### src/rtl/uart_rx_fifo.sv
// UART receiver with configurable frame format, per-frame error flags and a
// receive FIFO presented on a valid/ready stream.
module uart_rx_fifo #(
  parameter int unsigned PRESCALE   = 1302,
  parameter int unsigned DATA_BITS  = 8,
  parameter int unsigned PARITY     = 0,
  parameter int unsigned STOP_BITS  = 1,
  parameter int unsigned FIFO_DEPTH = 16
) (
  input  logic                          clk,
  input  logic                          rst,
  input  logic                          rxd,
  output logic [DATA_BITS-1:0]          m_tdata,
  output logic                          m_tvalid,
  input  logic                          m_tready,
  output logic [$clog2(FIFO_DEPTH):0]   fifo_level,
  output logic                          busy,
  output logic                          parity_error,
  output logic                          frame_error,
  output logic                          break_detect,
  output logic                          overrun_error
);

  localparam int unsigned TW = $clog2(8 * PRESCALE);
  localparam int unsigned AW = $clog2(FIFO_DEPTH);
  localparam logic [TW-1:0] T_HALF    = TW'(4 * PRESCALE - 1);
  localparam logic [TW-1:0] T_BIT     = TW'(8 * PRESCALE - 1);
  localparam logic [3:0]    LAST_DATA = 4'(DATA_BITS - 1);
  localparam logic [3:0]    LAST_STOP = 4'(STOP_BITS - 1);
  localparam logic [AW:0]   DEPTH_L   = (AW + 1)'(FIFO_DEPTH);

  typedef enum logic [2:0] {IDLE, START, DATA, PAR, STOP, WAIT_IDLE} state_t;

  logic                 rxd_meta, rxs;
  state_t               state_q, state_d;
  logic [TW-1:0]        timer_q, timer_d;
  logic [DATA_BITS-1:0] shreg_q, shreg_d;
  logic [3:0]           cnt_q, cnt_d;
  logic                 par_q, par_d;
  logic                 stop_ok_q, stop_ok_d;
  logic                 push_q, push_d;
  logic                 perr_d, ferr_d, brk_d, ovr_d;
  logic                 tick, parity_ok, good_stop;

  logic [DATA_BITS-1:0] mem [FIFO_DEPTH];
  logic [AW:0]          wr_ptr, rd_ptr;
  logic                 full, pop;

  always_ff @(posedge clk or negedge rst) begin
    if (!rst) begin
      rxd_meta <= 1'b1;
      rxs      <= 1'b1;
    end else begin
      rxd_meta <= rxd;
      rxs      <= rxd_meta;
    end
  end

  always_ff @(posedge clk or negedge rst) begin
    if (!rst) begin
      state_q       <= IDLE;
      timer_q       <= '0;
      shreg_q       <= '0;
      cnt_q         <= '0;
      par_q         <= 1'b0;
      stop_ok_q     <= 1'b1;
      push_q        <= 1'b0;
      parity_error  <= 1'b0;
      frame_error   <= 1'b0;
      break_detect  <= 1'b0;
      overrun_error <= 1'b0;
    end else begin
      state_q       <= state_d;
      timer_q       <= timer_d;
      shreg_q       <= shreg_d;
      cnt_q         <= cnt_d;
      par_q         <= par_d;
      stop_ok_q     <= stop_ok_d;
      push_q        <= push_d;
      parity_error  <= perr_d;
      frame_error   <= ferr_d;
      break_detect  <= brk_d;
      overrun_error <= ovr_d;
    end
  end

  assign tick      = (timer_q == '0);
  assign good_stop = stop_ok_q & rxs;

  always_comb begin
    case (PARITY)
      1:       parity_ok = (^{shreg_q, par_q}) == 1'b1;
      2:       parity_ok = (^{shreg_q, par_q}) == 1'b0;
      default: parity_ok = 1'b1;
    endcase
  end

  always_comb begin
    state_d   = state_q;
    timer_d   = timer_q;
    shreg_d   = shreg_q;
    cnt_d     = cnt_q;
    par_d     = par_q;
    stop_ok_d = stop_ok_q;
    push_d    = 1'b0;
    perr_d    = 1'b0;
    ferr_d    = 1'b0;
    brk_d     = 1'b0;
    ovr_d     = 1'b0;
    case (state_q)
      IDLE: begin
        if (!rxs) begin
          timer_d = T_HALF;
          state_d = START;
        end
      end
      START: begin
        if (!tick) begin
          timer_d = timer_q - TW'(1);
        end else if (rxs) begin
          state_d = IDLE;
        end else begin
          timer_d = T_BIT;
          cnt_d   = '0;
          state_d = DATA;
        end
      end
      DATA: begin
        if (!tick) begin
          timer_d = timer_q - TW'(1);
        end else begin
          shreg_d = {rxs, shreg_q[DATA_BITS-1:1]};
          timer_d = T_BIT;
          if (cnt_q == LAST_DATA) begin
            cnt_d     = '0;
            par_d     = 1'b0;
            stop_ok_d = 1'b1;
            state_d   = (PARITY != 0) ? PAR : STOP;
          end else begin
            cnt_d = cnt_q + 4'd1;
          end
        end
      end
      PAR: begin
        if (!tick) begin
          timer_d = timer_q - TW'(1);
        end else begin
          par_d   = rxs;
          timer_d = T_BIT;
          state_d = STOP;
        end
      end
      STOP: begin
        if (!tick) begin
          timer_d = timer_q - TW'(1);
        end else if (cnt_q != LAST_STOP) begin
          stop_ok_d = good_stop;
          cnt_d     = cnt_q + 4'd1;
          timer_d   = T_BIT;
        end else if (!good_stop) begin
          // Frame beats parity beats overrun; a low line must go high before re-arming.
          ferr_d  = 1'b1;
          brk_d   = (shreg_q == '0) && !par_q;
          state_d = WAIT_IDLE;
        end else if (!parity_ok) begin
          perr_d  = 1'b1;
          state_d = IDLE;
        end else if (full && !pop) begin
          ovr_d   = 1'b1;
          state_d = IDLE;
        end else begin
          push_d  = 1'b1;
          state_d = IDLE;
        end
      end
      WAIT_IDLE: begin
        if (rxs) state_d = IDLE;
      end
      default: state_d = IDLE;
    endcase
  end

  assign busy = (state_q != IDLE);

  // The shift register holds the word through the push cycle: a new frame
  // cannot shift data until well after its start-bit sample.
  assign fifo_level = wr_ptr - rd_ptr;
  assign full       = (fifo_level == DEPTH_L);
  assign m_tvalid   = (fifo_level != '0);
  assign pop        = m_tvalid && m_tready;
  assign m_tdata    = m_tvalid ? mem[rd_ptr[AW-1:0]] : '0;

  always_ff @(posedge clk or negedge rst) begin
    if (!rst) begin
      wr_ptr <= '0;
      rd_ptr <= '0;
    end else begin
      if (push_q) wr_ptr <= wr_ptr + (AW + 1)'(1);
      if (pop)    rd_ptr <= rd_ptr + (AW + 1)'(1);
    end
  end

  always_ff @(posedge clk) begin
    if (push_q) mem[wr_ptr[AW-1:0]] <= shreg_q;
  end

endmodule

### config.mk
export PLATFORM = sky130hd
export DESIGN_NAME = uart_rx_fifo
export DESIGN_NICKNAME = d
export VERILOG_FILES = /design/src/rtl/uart_rx_fifo.sv
export SDC_FILE = /design/constraint.sdc
export NUM_CORES = 1
export LEC_CHECK = 0
export BUFFER_PORTS_ARGS = -buffer_cell sky130_fd_sc_hd__buf_2
export CORE_AREA = 10 10 142 111
export DETAILED_ROUTE_END_ITERATION = 10
export DIE_AREA = 0 0 152 121
export MAX_ROUTING_LAYER = met4
export PLACE_DENSITY = 0.74
export SETUP_SLACK_MARGIN = 0.4
export SLEW_MARGIN = 15
export SYNTH_ARGS = -nofsm -noshare
export SYNTH_HDL_FRONTEND = slang
export SYNTH_SLANG_ARGS = --single-unit
### constraint.sdc
create_clock -name clk -period 5.2 [get_ports clk]
set_input_delay 1.3 -clock clk [delete_from_list [all_inputs] [get_ports clk]]
set_output_delay 1.3 -clock clk [all_outputs]
set_load 0.01 [all_outputs]
==> impl_metrics.toml <==
[finish]
layout-drive-gt1-share_pct = 22.7
layout.nets = 524
area_growth_pct = 11.2
fillers = 864
regArea_sq_um = 5020
multi_input_area_sq_um = 2450
n_antenna_cell = 0

[setup_path]
cp-end-kind = "output pin"
cp.required_ns = 3.90
startpoint = "rd_ptr[0]$_DFFE_PN0P_"
cp_max_fo = 29
r2r_start = "wr_ptr[0]$_DFFE_PN0P_"
startpoint_type = "flop"
critPathArrivalTime_ns = 2.88
critical_path_class = "flop to output pin"

[synth]
yosysUniqueCellTypes = 63
synth_seq_cells = 175
syn_inst = 484
netlist.area_leader.share_pct = 50.1
yosys.cell_count.top_type = "edfxtp_1"
syn_area_per_cell_sq_um = 15.8
yosysTopAreaCell = "edfxtp_1"
synthTopCellsByCount = "128 x edfxtp_1, 44 x dfrtp_1, 40 x mux4_2, 27 x nand2_1, 25 x nor2_1"
synthFlopType = "edfxtp_1"
synth-edff-count = 128
ys_seq_area_share_pct = 65.5
ys_warn_count = 0
async_reset_ff_share_pct = 26.9
synth_nets = 501
synthTopCellsByArea = "edfxtp_1 50%, dfrtp_1 14%, mux4_2 12%, ha_1 2.0%, nand2_1 1.3%"
synth_area_sq_um = 7670

[floorplanning]
io_pins = 23
fp.coreArea_sq_um = 12900
num_rows = 36
initial_core_util_pct = 59.5
die-area_sq_um = 18400
die_w_um = 152
die_y_um = 121

[sta]
rsz0062_at_grt = "no"
period_needed_ns = 4.18
setup_viol = 0
worst_slack_ns = 1.02
holdWs_ns = 0.356
slew-limit-headroom_pct = 26.2
fin_setup_tns_ns = 0
worst_slew_pin_slew_ns = 1.10
drv_slew = 0
hold_viol_final = 0
fmax_mhz = 239
fin_crit_sh_pct = 80.3
fin_skew_ns = 0.00873

[hold_path]
hold_start = "rxd_meta$_DFF_PN1_"
hp-class = "flop to flop"

[drt]
wl_met3_um = 1610
dr.pass1.iters = 6
drt.antenna.violating_nets = 0
vias_per_cell = 6.45
drc = 0
wl_met1_um = 6920
wl_met2_um = 7880
wl_um = 16800
dr.max_layer_used = "met4"
wl_per_cell_um = 24.3
drt-initial-drc-count = 477
vias = 4455

[clock_network]
cts_sinks = 175
cts.repair.resized = 0
path_clk_slew_ns = 0.06
post_cts_buffers = 0
postCtsHoldBufs = 0
cts_buffers = 17
insertion_delay_ns = 0.43
cts_tree = "done"
cts-root-buf = "clkbuf_16"
cts_max_level = 4
cts_max_path_buffers = 2

[global_route]
grtUsageTotal_pct = 19.5
grt_max_degree = 48
grt_pass1_wl_um = 26300
grt_pass1_vias = 4313
overflow = 0
antenna_found_initial = 0

[pwr]
seq_power_share_pct = 45.7
clock_power_share_pct = 39.1
leakagePower_uw = 0.00269
ir_drop_mv = 0.300
combPwrFrac_pct = 15.2
p_int_uw = 2530
power.switching_uw = 855
power_uw = 3380
powerDensity_nw_per_um2 = 397
switching_share_pct = 25.3

[placement]
gp_congestion = 0.836
port_buffers = 21
dp_hpwl_um = 10600
place_ws_ns = 1.46

[flow_run]
maxCapViolations = 0

[run_status]
outcome = "finished clean"
==> cell usage in the layout, fill, tap and decap left out, types with 4 or more instances in the layout <==
cell type,instances
clkbuf_16,17
edfxtp_1,128
mux2_2,8
nor3b_1,6
o21ai_0,7
o31ai_1,4
xor2_1,7
o41ai_1,4
nand3b_1,4
nor2b_1,10
nor3_1,17
xnor2_1,5
bufinv_16,4
nand3_1,9
nor2_1,25
clkinv_2,4
nand2b_1,5
ha_1,12
or3_1,5
o21ai_1,9
buf_4,8
nand2_1,27
dfrtp_1,43
buf_2,20
mux4_2,40
a21oi_1,13
o22a_1,5
inv_1,15
==> layout make-up <==
type                            count  area share, %
Tap cell                          171           2.51
Sequential cell                   175           58.9
Multi-Input combinational cell    270           28.8
Inverter                           15          0.660
Timing Repair Buffer               28           1.88
Clock inverter                     15           2.27
Clock buffer                       17           4.99
==> worst max-delay path, stage by stage, from the launching register on <==
cell,delay [ns]
dfrtp_2,0.52
buf_4,0.54
mux4_2,0.59
mux4_2,0.49
nor2b_1,0.16
buf_2,0.14
==> registers in the layout, summed over array words and instances, names as in the netlist <==
register,flops
mem,128
timer_q,14
shreg_q,8
rd_ptr,5
wr_ptr,5
cnt_q,4
state_q,3
break_detect,1
frame_error,1
overrun_error,1
par_q,1
push_q,1
rxd_meta,1
rxs,1
stop_ok_q,1
==> layer usage <==
layer  vias up  GRT usage [%]
li1       1933              -
met1      2244           25.6
met2       241           28.2
met3        37           5.31
met4         0           8.40
met5         -              -
==> through the flow <==
stage	std cells	util (%)	cell area [sq um]
after floorplan	484	-	7670
after global placement	659	61.4	7910
after detailed placement	659	61.4	7910
after CTS	691	66.2	8530
after global routing	691	66.2	8530
final	691	66.2	8530
==> logic make-up after synthesis <==
group           share of synthesized area, %
xor+xnor                                1.37
mux                                     13.3
buf+inv                                 2.48
compound gates                          5.74
fa+ha+maj                               2.22
flops                                   65.5
other cells                           0.0489
simple gates                            9.30
==> power groups by stage <==
stage	Sequential [uW]	Clock (uW)	Combinational, uW
CTS	1550	1340	523
global placement	1570	0	496
floorplan	1540	0	430
detailed placement	1580	0	510
finish	1550	1320	515
global route	1550	1390	567
==> final timing paths <==
| kind | slack (ns) | cells after the start | end |
|---|---|---|---|
| max in group asynchronous | 3.88 | 1 | rd_ptr[0]$_DFFE_PN0P_ |
| max reg2reg | 2.38 | 10 | rd_ptr[1]$_DFFE_PN0P_ |
| min | 0.36 | 0 | rxs$_DFF_PN1_ |
| min reg2reg | 0.36 | 0 | rxs$_DFF_PN1_ |
| min in group asynchronous | 0.87 | 1 | cnt_q[0]$_DFFE_PN0P_ |
| max | 1.02 | 5 | m_tdata[4] |
Power figures use the tool's default switching activity.
